**config.mk**
```make
export PLATFORM = sky130hd
export DESIGN_NAME = regfile_read_sb
export DESIGN_NICKNAME = d
export VERILOG_FILES = /design/src/rtl/regfile_read_sb.sv
export SDC_FILE = /design/constraint.sdc
export NUM_CORES = 2
export LEC_CHECK = 0
export ABC_CLOCK_PERIOD_IN_PS = 3100
export CORE_MARGIN = 3
export CORE_UTILIZATION = 46
export CTS_BUF_LIST = sky130_fd_sc_hd__clkbuf_8
export CTS_CLUSTER_DIAMETER = 60
export CTS_CLUSTER_SIZE = 24
export DETAILED_ROUTE_END_ITERATION = 16
export HOLD_SLACK_MARGIN = 0.03
export REMOVE_ABC_BUFFERS = 1
export SLEW_MARGIN = 20
export SYNTH_ARGS = -nofsm -noshare
export SYNTH_HDL_FRONTEND = slang
export SYNTH_SLANG_ARGS = --single-unit
```
**constraint.sdc**
```tcl
create_clock -name clk -period 3.1 [get_ports clk]
set_clock_uncertainty 0.15 [all_clocks]
set_input_delay 0.465 -clock clk [delete_from_list [all_inputs] [get_ports clk]]
set_output_delay 0.465 -clock clk [all_outputs]
set_load 0.01 [all_outputs]
```
**src/rtl/regfile_read_sb.sv**
```systemverilog
// regfile_read_sb: 32 x XLEN register file with a pending-write scoreboard.
//
// Decode issues an rs1/rs2 read request. The operands are returned only once
// neither source has an older in-flight write outstanding. The WB stage
// writes results back and clears their pending bits. The issue logic marks
// destinations as pending.
//
// Parameters:
//   XLEN  data width of each register
//   AW    register address width (2**AW registers, x0 hardwired to zero)
//
// Ports:
//   clk        system clock, all state updates on the rising edge
//   rst_n      synchronous active-low reset
//   req_valid  decode presents a read request
//   req_ready  block can accept a request (IDLE only)
//   rs1_addr   source 1 index, sampled on acceptance
//   rs2_addr   source 2 index, sampled on acceptance
//   rsp_valid  rs1_data/rs2_data valid; held until rsp_ack
//   rsp_ack    consumer has taken the response
//   rs1_data   source 1 operand
//   rs2_data   source 2 operand
//   mark_en    set pending bit of mark_addr
//   mark_addr  destination being marked
//   wb_en      write wb_data to wb_addr and clear its pending bit
//   wb_addr    writeback destination
//   wb_data    writeback value
//
// Configuration macro:
//   REGFILE_RESET_EN  when defined, rst_n also clears the register contents.
//                     When undefined, only control state, the scoreboard and
//                     the outputs are reset, so the array can map to a RAM.

module regfile_read_sb #(
  parameter int unsigned XLEN = 32,
  parameter int unsigned AW   = 5
) (
  input  logic            clk,
  input  logic            rst_n,
  input  logic            req_valid,
  output logic            req_ready,
  input  logic [AW-1:0]   rs1_addr,
  input  logic [AW-1:0]   rs2_addr,
  output logic            rsp_valid,
  input  logic            rsp_ack,
  output logic [XLEN-1:0] rs1_data,
  output logic [XLEN-1:0] rs2_data,
  input  logic            mark_en,
  input  logic [AW-1:0]   mark_addr,
  input  logic            wb_en,
  input  logic [AW-1:0]   wb_addr,
  input  logic [XLEN-1:0] wb_data
);

  localparam int unsigned NumRegs = 2 ** AW;

  typedef enum logic [1:0] {
    StIdle,
    StWait,
    StResp
  } state_e;

  state_e               state_q, state_d;
  logic [AW-1:0]        rs1_q, rs1_d;
  logic [AW-1:0]        rs2_q, rs2_d;
  logic [XLEN-1:0]      rs1_data_q, rs1_data_d;
  logic [XLEN-1:0]      rs2_data_q, rs2_data_d;
  logic [NumRegs-1:0]   pending_q, pending_d;
  logic [XLEN-1:0]      regs_q [NumRegs];

  // Source addresses under evaluation: live inputs while idle, latched ones
  // while waiting.
  logic [AW-1:0]   src1, src2;
  logic            src1_clear, src2_clear;
  logic            src1_byp, src2_byp;
  logic [XLEN-1:0] src1_val, src2_val;

  always_comb begin
    src1 = (state_q == StIdle) ? rs1_addr : rs1_q;
    src2 = (state_q == StIdle) ? rs2_addr : rs2_q;
  end

  // A writeback to the source in the same cycle both clears the hazard and
  // supplies the operand directly.
  always_comb begin
    src1_byp   = wb_en && (wb_addr == src1);
    src2_byp   = wb_en && (wb_addr == src2);
    src1_clear = (src1 == '0) || !pending_q[src1] || src1_byp;
    src2_clear = (src2 == '0) || !pending_q[src2] || src2_byp;
  end

  always_comb begin
    if (src1 == '0) begin
      src1_val = '0;
    end else if (src1_byp) begin
      src1_val = wb_data;
    end else begin
      src1_val = regs_q[src1];
    end
    if (src2 == '0) begin
      src2_val = '0;
    end else if (src2_byp) begin
      src2_val = wb_data;
    end else begin
      src2_val = regs_q[src2];
    end
  end

  // Request FSM next state and operand capture.
  always_comb begin
    state_d    = state_q;
    rs1_d      = rs1_q;
    rs2_d      = rs2_q;
    rs1_data_d = rs1_data_q;
    rs2_data_d = rs2_data_q;
    unique case (state_q)
      StIdle: begin
        if (req_valid) begin
          rs1_d = rs1_addr;
          rs2_d = rs2_addr;
          if (src1_clear && src2_clear) begin
            state_d    = StResp;
            rs1_data_d = src1_val;
            rs2_data_d = src2_val;
          end else begin
            state_d = StWait;
          end
        end
      end
      StWait: begin
        if (src1_clear && src2_clear) begin
          state_d    = StResp;
          rs1_data_d = src1_val;
          rs2_data_d = src2_val;
        end
      end
      StResp: begin
        if (rsp_ack) begin
          state_d = StIdle;
        end
      end
      default: state_d = StIdle;
    endcase
  end

  // Scoreboard: a mark in the same cycle as a writeback to the same register
  // belongs to a younger producer, so it is applied last and wins.
  always_comb begin
    pending_d = pending_q;
    if (wb_en) begin
      pending_d[wb_addr] = 1'b0;
    end
    if (mark_en && (mark_addr != '0)) begin
      pending_d[mark_addr] = 1'b1;
    end
    pending_d[0] = 1'b0;
  end

  always_ff @(posedge clk) begin
    if (!rst_n) begin
      state_q    <= StIdle;
      rs1_q      <= '0;
      rs2_q      <= '0;
      rs1_data_q <= '0;
      rs2_data_q <= '0;
      pending_q  <= '0;
    end else begin
      state_q    <= state_d;
      rs1_q      <= rs1_d;
      rs2_q      <= rs2_d;
      rs1_data_q <= rs1_data_d;
      rs2_data_q <= rs2_data_d;
      pending_q  <= pending_d;
    end
  end

  // Register array; entry 0 is never written and never read as data.
`ifdef REGFILE_RESET_EN
  always_ff @(posedge clk) begin
    if (!rst_n) begin
      for (int i = 0; i < NumRegs; i++) begin
        regs_q[i] <= '0;
      end
    end else if (wb_en && (wb_addr != '0)) begin
      regs_q[wb_addr] <= wb_data;
    end
  end
`else
  always_ff @(posedge clk) begin
    if (wb_en && (wb_addr != '0)) begin
      regs_q[wb_addr] <= wb_data;
    end
  end
`endif

  always_comb begin
    req_ready = (state_q == StIdle);
    rsp_valid = (state_q == StResp);
    rs1_data  = rs1_data_q;
    rs2_data  = rs2_data_q;
  end

  // A response must hold, data included, until it is acknowledged.
  a_rsp_hold: assert property (@(posedge clk) disable iff (!rst_n)
    rsp_valid && !rsp_ack |=> rsp_valid && $stable(rs1_data) && $stable(rs2_data));

  a_x0_never_pending: assert property (@(posedge clk) disable iff (!rst_n)
    !pending_q[0]);

endmodule

```
Yosys cells after proc, flatten, opt, wreduce, memory -nomap -nowiden. Memories as Yosys holds them, arrays and structs flattened. Index checks and enable logic that the tools add are counted.

Register bits: 108. RAM bits: 1024. Input bits: 58. Memories kept: 1.

$lt $le $gt $ge: 6. Eq/ne operators: 7. Muxes and demuxes: 29. Bitwise gates (word level): 3. Reductions and logical operators: 22.

Memory list: regs_q (depth 32, bits a word 32, rd ports 2, clocked after memory_dff 0, write ports 1, line 69) `logic [XLEN-1:0] regs_q [NumRegs];`.

Operator list (count): 32-bit two-way mux (10); 32-bit one-hot mux with 2 select lines (2); 32-bit bitwise AND (1); 32-bit inverter (1); 32-bit OR (1); 5-bit by 6-bit less-than comparator with 1-bit output (second input constant) (4); 1-bit binary-select mux with 5-bit select (2); 1-bit demux with 5-bit select (2); 5-bit == test (2); 5-bit by 1-bit >= comparator with 1-bit output (second input constant) (2); 5-bit zero test (2); 5-bit two-way mux (2); 5-bit nonzero test (2); 2-bit two-way mux (4); 1-bit logical AND (7); 1-bit two-way mux (6); 2-bit one-hot mux with 3 select lines (1); 1-bit logical OR (4); 2-bit != test (second input constant) (2); 2-bit AND reduction (2); 3-bit AND reduction (1); 2-bit by 1-bit == test with 1-bit output (second input constant) (1); 2-bit == test (second input constant) (1); 1-bit zero test (2); other kinds (3) (3).

Longest topological paths before layout.
Depth in word-level cells: 11. Gate-level depth with buffers: 14. Gate-level depth less buffers: 9.

Worst setup path after synthesis. OpenSTA, ideal clock, no wires.

Path type: input port to flip-flop. Start point: input port wb_addr[0]. End point: memory regs_q[12][0], enable pin. Arrival time: 2.733 ns. Slack: -0.205 ns. Cell stages on the path: 4. Cell sequence: clkbuf_1 -> or3b_2 -> clkbuf_1 -> nor2_1.

Longest elaborated chain between the ends: 4.

RTL lines: from (decl) (line 51) `input logic [AW-1:0] wb_addr,`; 5-bit nonzero test (line 190) `if (wb_en && (wb_addr != '0)) begin`; 1-bit logical AND (line 190); 1-bit two-way mux (line 190); 1-bit two-way mux (implied by the code) (line 191) `regs_q[wb_addr] <= wb_data;`; to (decl) (line 69).

Parallel ways exist; a longest one is shown, timed or not.

Final worst setup path.
Start point: register state_q[1]. End point: register rs2_data_q[24] (netlist: rs2_data[24]).

Longest elaborated chain between the ends: 11. Elaborated cells on any way between the ends: 30.

RTL lines: from (decl) (line 63) `state_e state_q, state_d;`; from (signal assigned) (line 161) `state_q <= StIdle;`; from (signal assigned) (line 168) `state_q <= state_d;`; 2-bit zero test (line 79, 80, 116); 5-bit two-way mux, on equally long branches (line 79, 80); 1-bit binary-select mux with 5-bit select, on equally long branches (line 88, 89); 1-bit two-way mux, on equally long branches (line 88, 89); 1-bit zero test, on equally long branches (line 88, 89); 1-bit logical OR, on equally long branches (2 in series) (line 88, 89); 1-bit logical AND (line 121, 131); 32-bit two-way mux (line 121, 131); 32-bit two-way mux (line 118) `if (req_valid) begin`; 32-bit one-hot mux with 2 select lines (line 116) `unique case (state_q)`; to (signal assigned) (line 172) `rs2_data_q <= rs2_data_d;`; to (decl) (line 67) `logic [XLEN-1:0] rs2_data_q, rs2_data_d;`.

Parallel ways exist; a longest one is shown, timed or not. The select of a mux whose other input is x is not followed. A chain may end at the register's enable or synchronous reset.

==> impl_metrics.env <==
export IMPL_worst_ep_required_time_ns=3.64
export IMPL_reg2reg_to="rs2_data[24]"
export IMPL_synth_top_family_by_area="simple AND/OR/NAND/NOR gates"
export IMPL_synth_simple_area_share=0.142
export IMPL_multi_input_area_sq_mm=0.0199
export IMPL_tritoncts="done"
export IMPL_crit_path_end_kind="flip-flop"
export IMPL_path_class="flip-flop to flip-flop"
export IMPL_sequential_cell_area_sq_mm=0.0329
export IMPL_holdCritStartpoint="rs1_addr[0]"
export IMPL_hpwlAfterDp_mm=133
export IMPL_area_inside_the_core_boundary_sq_mm=0.115
export IMPL_synth_area_in_xor_xnor=0.00180
export IMPL_final_max_slew_violation_count=0
export IMPL_route_final_wire_length_mm=214
export IMPL_gpl_wtd_cong=0.955
export IMPL_detail_route_wl_per_cell_um=33.4
export IMPL_async_set_or_reset_register_ratio_after_synthesis=0
export IMPL_dpl_instance_area_sq_mm=0.0618
export IMPL_sw_frac_of_total=0.419
export IMPL_power_static_leakage_nw=22.5
export IMPL_hold_viol_final=0
export IMPL_start_util=0.466
export IMPL_min_path_cells=3
export IMPL_final_design_area_no_fill_sq_mm=0.0652
export IMPL_route_vias_total=43600
export IMPL_worstPathMaxFanout=7
export IMPL_synth_cell_type_count=73
export IMPL_min_period_over_period=1.08
export IMPL_synth_warning_count=0
export IMPL_fillers=9315
export IMPL_timing_hold_ws_ns=0.127
export IMPL_finalWorstSetupSlack_ns=-0.234
export IMPL_number_of_antenna_violations_at_the_first_check_in_global_routing=11
export IMPL_grt_pass1_vias=41100
export IMPL_final_nets=4860
export IMPL_share_comb_of_total_power=0.519
export IMPL_setup_worst_path_start_class="flip-flop"
export IMPL_vias_per_cell=6.80
export IMPL_switching_power_mw=24.5
export IMPL_layout_area_overhead_vs_synth_pct=21.8
export IMPL_floorplan_die_height_um=347
export IMPL_detailedPlace_worstSlack_ns=-0.753
export IMPL_seq_area_frac_synth=0.615
export IMPL_placement_rows=124
export IMPL_cts_sinks=1131
export IMPL_final_setup_viol_count=66
export IMPL_ports=124
export IMPL_syn_area_sq_mm=0.0535
export IMPL_slew_limit_headroom=0.370
export IMPL_grt_total_usage=0.346
export IMPL_cts_buffer_depth=3
export IMPL_syn_inst=4305
export IMPL_synth_compound_area_share=0.0948
export IMPL_min_path_type="input pin to flip-flop"
export IMPL_critical_path_slowest_cell="sky130_fd_sc_hd__a222oi_1"
export IMPL_power_frac_seq=0.305
export IMPL_r2r_start="state_q[1]"
export IMPL_cts_inserted_buffers=97
export IMPL_buffer_ports_inserted=123
export IMPL_worst_slew_pin_slew_ns=0.944
export IMPL_synth_flop_cell="sky130_fd_sc_hd__edfxtp_1"
export IMPL_crit_path_cell_trace="buf_6 -> buf_12 -> o21a_1 -> nor2_4 -> buf_6 -> mux2_4 -> a222oi_1 -> a211oi_1 -> o211ai_1 -> buf_4 -> nand2_8 -> buf_12 -> buf_16 -> mux2i_1"
export IMPL_grt_setup_unrepaired="true"
export IMPL_drt_antenna_violating_nets=0
export IMPL_post_route_min_period_ns=3.33
export IMPL_vdd_drop_max_mv=0.593
export IMPL_power_per_unit_of_standard_cell_area_mw_per_mm2=898
export IMPL_fp_dieArea_sq_mm=0.120
export IMPL_synth_fa_ha_area_frac=0
export IMPL_r2r_worst_path_cells=14
export IMPL_min_to="rs1_q[0]"
export IMPL_grt_start_max_net_pins=100
export IMPL_max_clock_freq_ghz=0.300
export IMPL_die_w_um=347
export IMPL_avg_inst_size_synth_sq_um=12.4
export IMPL_grt_pass1_wl_mm=299
export IMPL_synthMuxAreaShare=0.117
export IMPL_synth_enable_flop_cells=1024
export IMPL_cp_arrival_ns=3.87
export IMPL_cpPeakStageDelay_ns=0.44
export IMPL_grt_overflow=0
export IMPL_h_tree_depth=3
export IMPL_ctsRootBufferMaster="sky130_fd_sc_hd__clkbuf_8"
export IMPL_yosys_register_bits=1131
export IMPL_fraction_of_layout_cells_with_a_size_suffix_above_1=0.223
export IMPL_cts_clk_slew_worst_paths_ns=0.11
export IMPL_r2r_setup_slk_ns=-0.23
export IMPL_detailedRoute_firstIterationViolations=7660
export IMPL_drc=0
export IMPL_status="finished, violations left"
export IMPL_number_of_search_and_repair_iterations_in_the_first_detailed_routing_pass=8
export IMPL_power_frac_clock=0.176
export IMPL_maxCapViolations=0
export IMPL_total_power_mw=58.5
export IMPL_cellInternalPower_mw=34.0
export IMPL_violations="setup timing"
export IMPL_clk_latency_ns=0.86
-- kinds of logic (layout without fill, tap and decap cells) --
kind of cell,Yosys count,in the layout
simple gates,1698,1698
flops,1131,1131
compound gates,718,718
mux,383,383
buf+inv,363,914
xor+xnor,11,11
other cells,1,37
-- area by class of cell --
class	instances	area share
multi-input cells	2842	0.305
flip-flops and latches	1131	0.505
diodes	5	0.000192
inverters	8	0.000499
clock inverters	86	0.0158
well taps	1512	0.0290
clock buffers	98	0.0207
repair buffers	722	0.124
-- critical path: cells and delay by family, from the launching register on --
kind                   cells  cell delay (ns)
AND/OR/NAND/NOR            2             0.31
flip-flops                 1             0.37
buffers and inverters      6             0.92
AO/OA/AOI/OAI              4             1.02
multiplexers               2             0.40
-- metrics by stage --
stage	utilization	setup TNS, ns	std cells
floorplan	-	-596.78	3981
global placement	0.538	-41.63	6175
detailed placement	0.538	-43.70	6175
CTS	0.564	-5.11	6384
global route	0.568	-12.71	6401
finish	0.568	-10.84	6404
-- cell usage in the layout, fill, tap and decap left out, types with 73 or more instances in the layout --
cell type and n:
sky130_fd_sc_hd__buf_12 156, sky130_fd_sc_hd__nand2_1 983, sky130_fd_sc_hd__dfxtp_1 105, sky130_fd_sc_hd__buf_4 404, sky130_fd_sc_hd__clkbuf_8 98, sky130_fd_sc_hd__a22oi_1 112, sky130_fd_sc_hd__mux4_2 193, sky130_fd_sc_hd__edfxtp_1 1024
sky130_fd_sc_hd__a31oi_1 134, sky130_fd_sc_hd__a211oi_1 84, sky130_fd_sc_hd__mux2i_1 175, sky130_fd_sc_hd__clkdlybuf4s50_1 122, sky130_fd_sc_hd__nand3_1 358, sky130_fd_sc_hd__a32oi_1 73, sky130_fd_sc_hd__nand4_1 90, sky130_fd_sc_hd__and3_1 107
-- what timing repair did --
action                                  CTS  global route
hold buffers                              1             0
gates cloned                              8             1
gates resized for setup                  49            58
endpoints found under the setup margin   66            66
endpoints found under the hold margin     9             0
buffers inserted                         17            16
pin swaps                                13            13
-- worst max-delay path by stage --
stage	start	depth (start not counted)	slack, ns	to
floorplan	state_q[1]	8	-9.27	rs2_data[10]
global placement	rs1_addr[0]	10	-0.85	rs1_data[26]
detailed placement	rs1_addr[2]	12	-0.75	rs1_data[21]
CTS	state_q[1]	13	-0.13	rs2_data[24]
global route	state_q[1]	15	-0.28	rs2_data[24]
finish	state_q[1]	14	-0.23	rs2_data[24]
-- metal layers --
metal	part of all wire	track usage	vias to the layer above	wire (um)
met1	0.37	0.481	21400	79400
met4	0.056	0.160	4	11900
met2	0.43	0.505	3724	91100
li1	-	-	17700	-
met3	0.15	0.0989	736	31500
met5	0.00012	0	-	26
-- power by group through the flow --
stage               combinational (mW)  sequential (mW)  clock (mW)
global route                      31.3             17.9        10.9
CTS                               28.9             17.8        10.3
finish                            30.4             17.9        10.3
floorplan                         11.9             18.1           0
global placement                  27.5             18.2           0
detailed placement                27.6             18.2           0
-- registers in the layout, indices dropped and copies added (netlist names) --
signal	flops
state_q	2
rs2_q	5
rs1_q	5
rs1_data	32
regs_q	1024
rs2_data	32
pending_q	31
-- synthesized netlist by cell type, types with 4 or more instances --
| library cell | instances | share of area |
|---|---|---|
| sky130_fd_sc_hd__o211ai_1 | 18 | 0.0025 |
| sky130_fd_sc_hd__o31ai_1 | 4 | 0.00056 |
| sky130_fd_sc_hd__nor2_1 | 85 | 0.0060 |
| sky130_fd_sc_hd__a22o_1 | 5 | 0.00082 |
| sky130_fd_sc_hd__a21oi_1 | 74 | 0.0069 |
| sky130_fd_sc_hd__a221oi_1 | 12 | 0.0020 |
| sky130_fd_sc_hd__a31oi_1 | 137 | 0.016 |
| sky130_fd_sc_hd__or3b_1 | 6 | 0.00098 |
| sky130_fd_sc_hd__nand3b_1 | 10 | 0.0014 |
| sky130_fd_sc_hd__a2111oi_0 | 21 | 0.0034 |
| sky130_fd_sc_hd__o21ai_1 | 7 | 0.00065 |
| sky130_fd_sc_hd__buf_6 | 9 | 0.0019 |
| sky130_fd_sc_hd__clkbuf_1 | 220 | 0.015 |
| sky130_fd_sc_hd__buf_1 | 34 | 0.0024 |
| sky130_fd_sc_hd__o21a_1 | 4 | 0.00056 |
| sky130_fd_sc_hd__xnor2_1 | 6 | 0.00098 |
| sky130_fd_sc_hd__inv_1 | 6 | 0.00042 |
| sky130_fd_sc_hd__dfxtp_1 | 107 | 0.040 |
| sky130_fd_sc_hd__buf_2 | 77 | 0.0072 |
| sky130_fd_sc_hd__nor3_1 | 8 | 0.00075 |
| sky130_fd_sc_hd__o221ai_1 | 9 | 0.0015 |
| sky130_fd_sc_hd__buf_4 | 15 | 0.0021 |
| sky130_fd_sc_hd__nand4_1 | 90 | 0.011 |
| sky130_fd_sc_hd__a211oi_1 | 87 | 0.012 |
| sky130_fd_sc_hd__a22oi_1 | 113 | 0.016 |
| sky130_fd_sc_hd__xor2_1 | 5 | 0.00082 |
| sky130_fd_sc_hd__or3_1 | 6 | 0.00070 |
| sky130_fd_sc_hd__and2_1 | 9 | 0.0011 |
| sky130_fd_sc_hd__nand2_1 | 990 | 0.069 |
| sky130_fd_sc_hd__nand3_1 | 358 | 0.033 |
| sky130_fd_sc_hd__mux2_2 | 9 | 0.0019 |
| sky130_fd_sc_hd__o21ai_0 | 76 | 0.0071 |
| sky130_fd_sc_hd__a21o_1 | 5 | 0.00070 |
| sky130_fd_sc_hd__a32oi_1 | 75 | 0.012 |
| sky130_fd_sc_hd__mux4_2 | 193 | 0.081 |
| sky130_fd_sc_hd__nor3b_1 | 4 | 0.00056 |
| sky130_fd_sc_hd__and3_1 | 107 | 0.013 |
| sky130_fd_sc_hd__mux2i_1 | 177 | 0.033 |
| sky130_fd_sc_hd__o2111ai_1 | 32 | 0.0052 |
| sky130_fd_sc_hd__edfxtp_1 | 1024 | 0.57 |
| sky130_fd_sc_hd__a222oi_1 | 4 | 0.00075 |
| sky130_fd_sc_hd__a311oi_1 | 19 | 0.0031 |
Note: power is estimated with default switching activity, not from simulation.
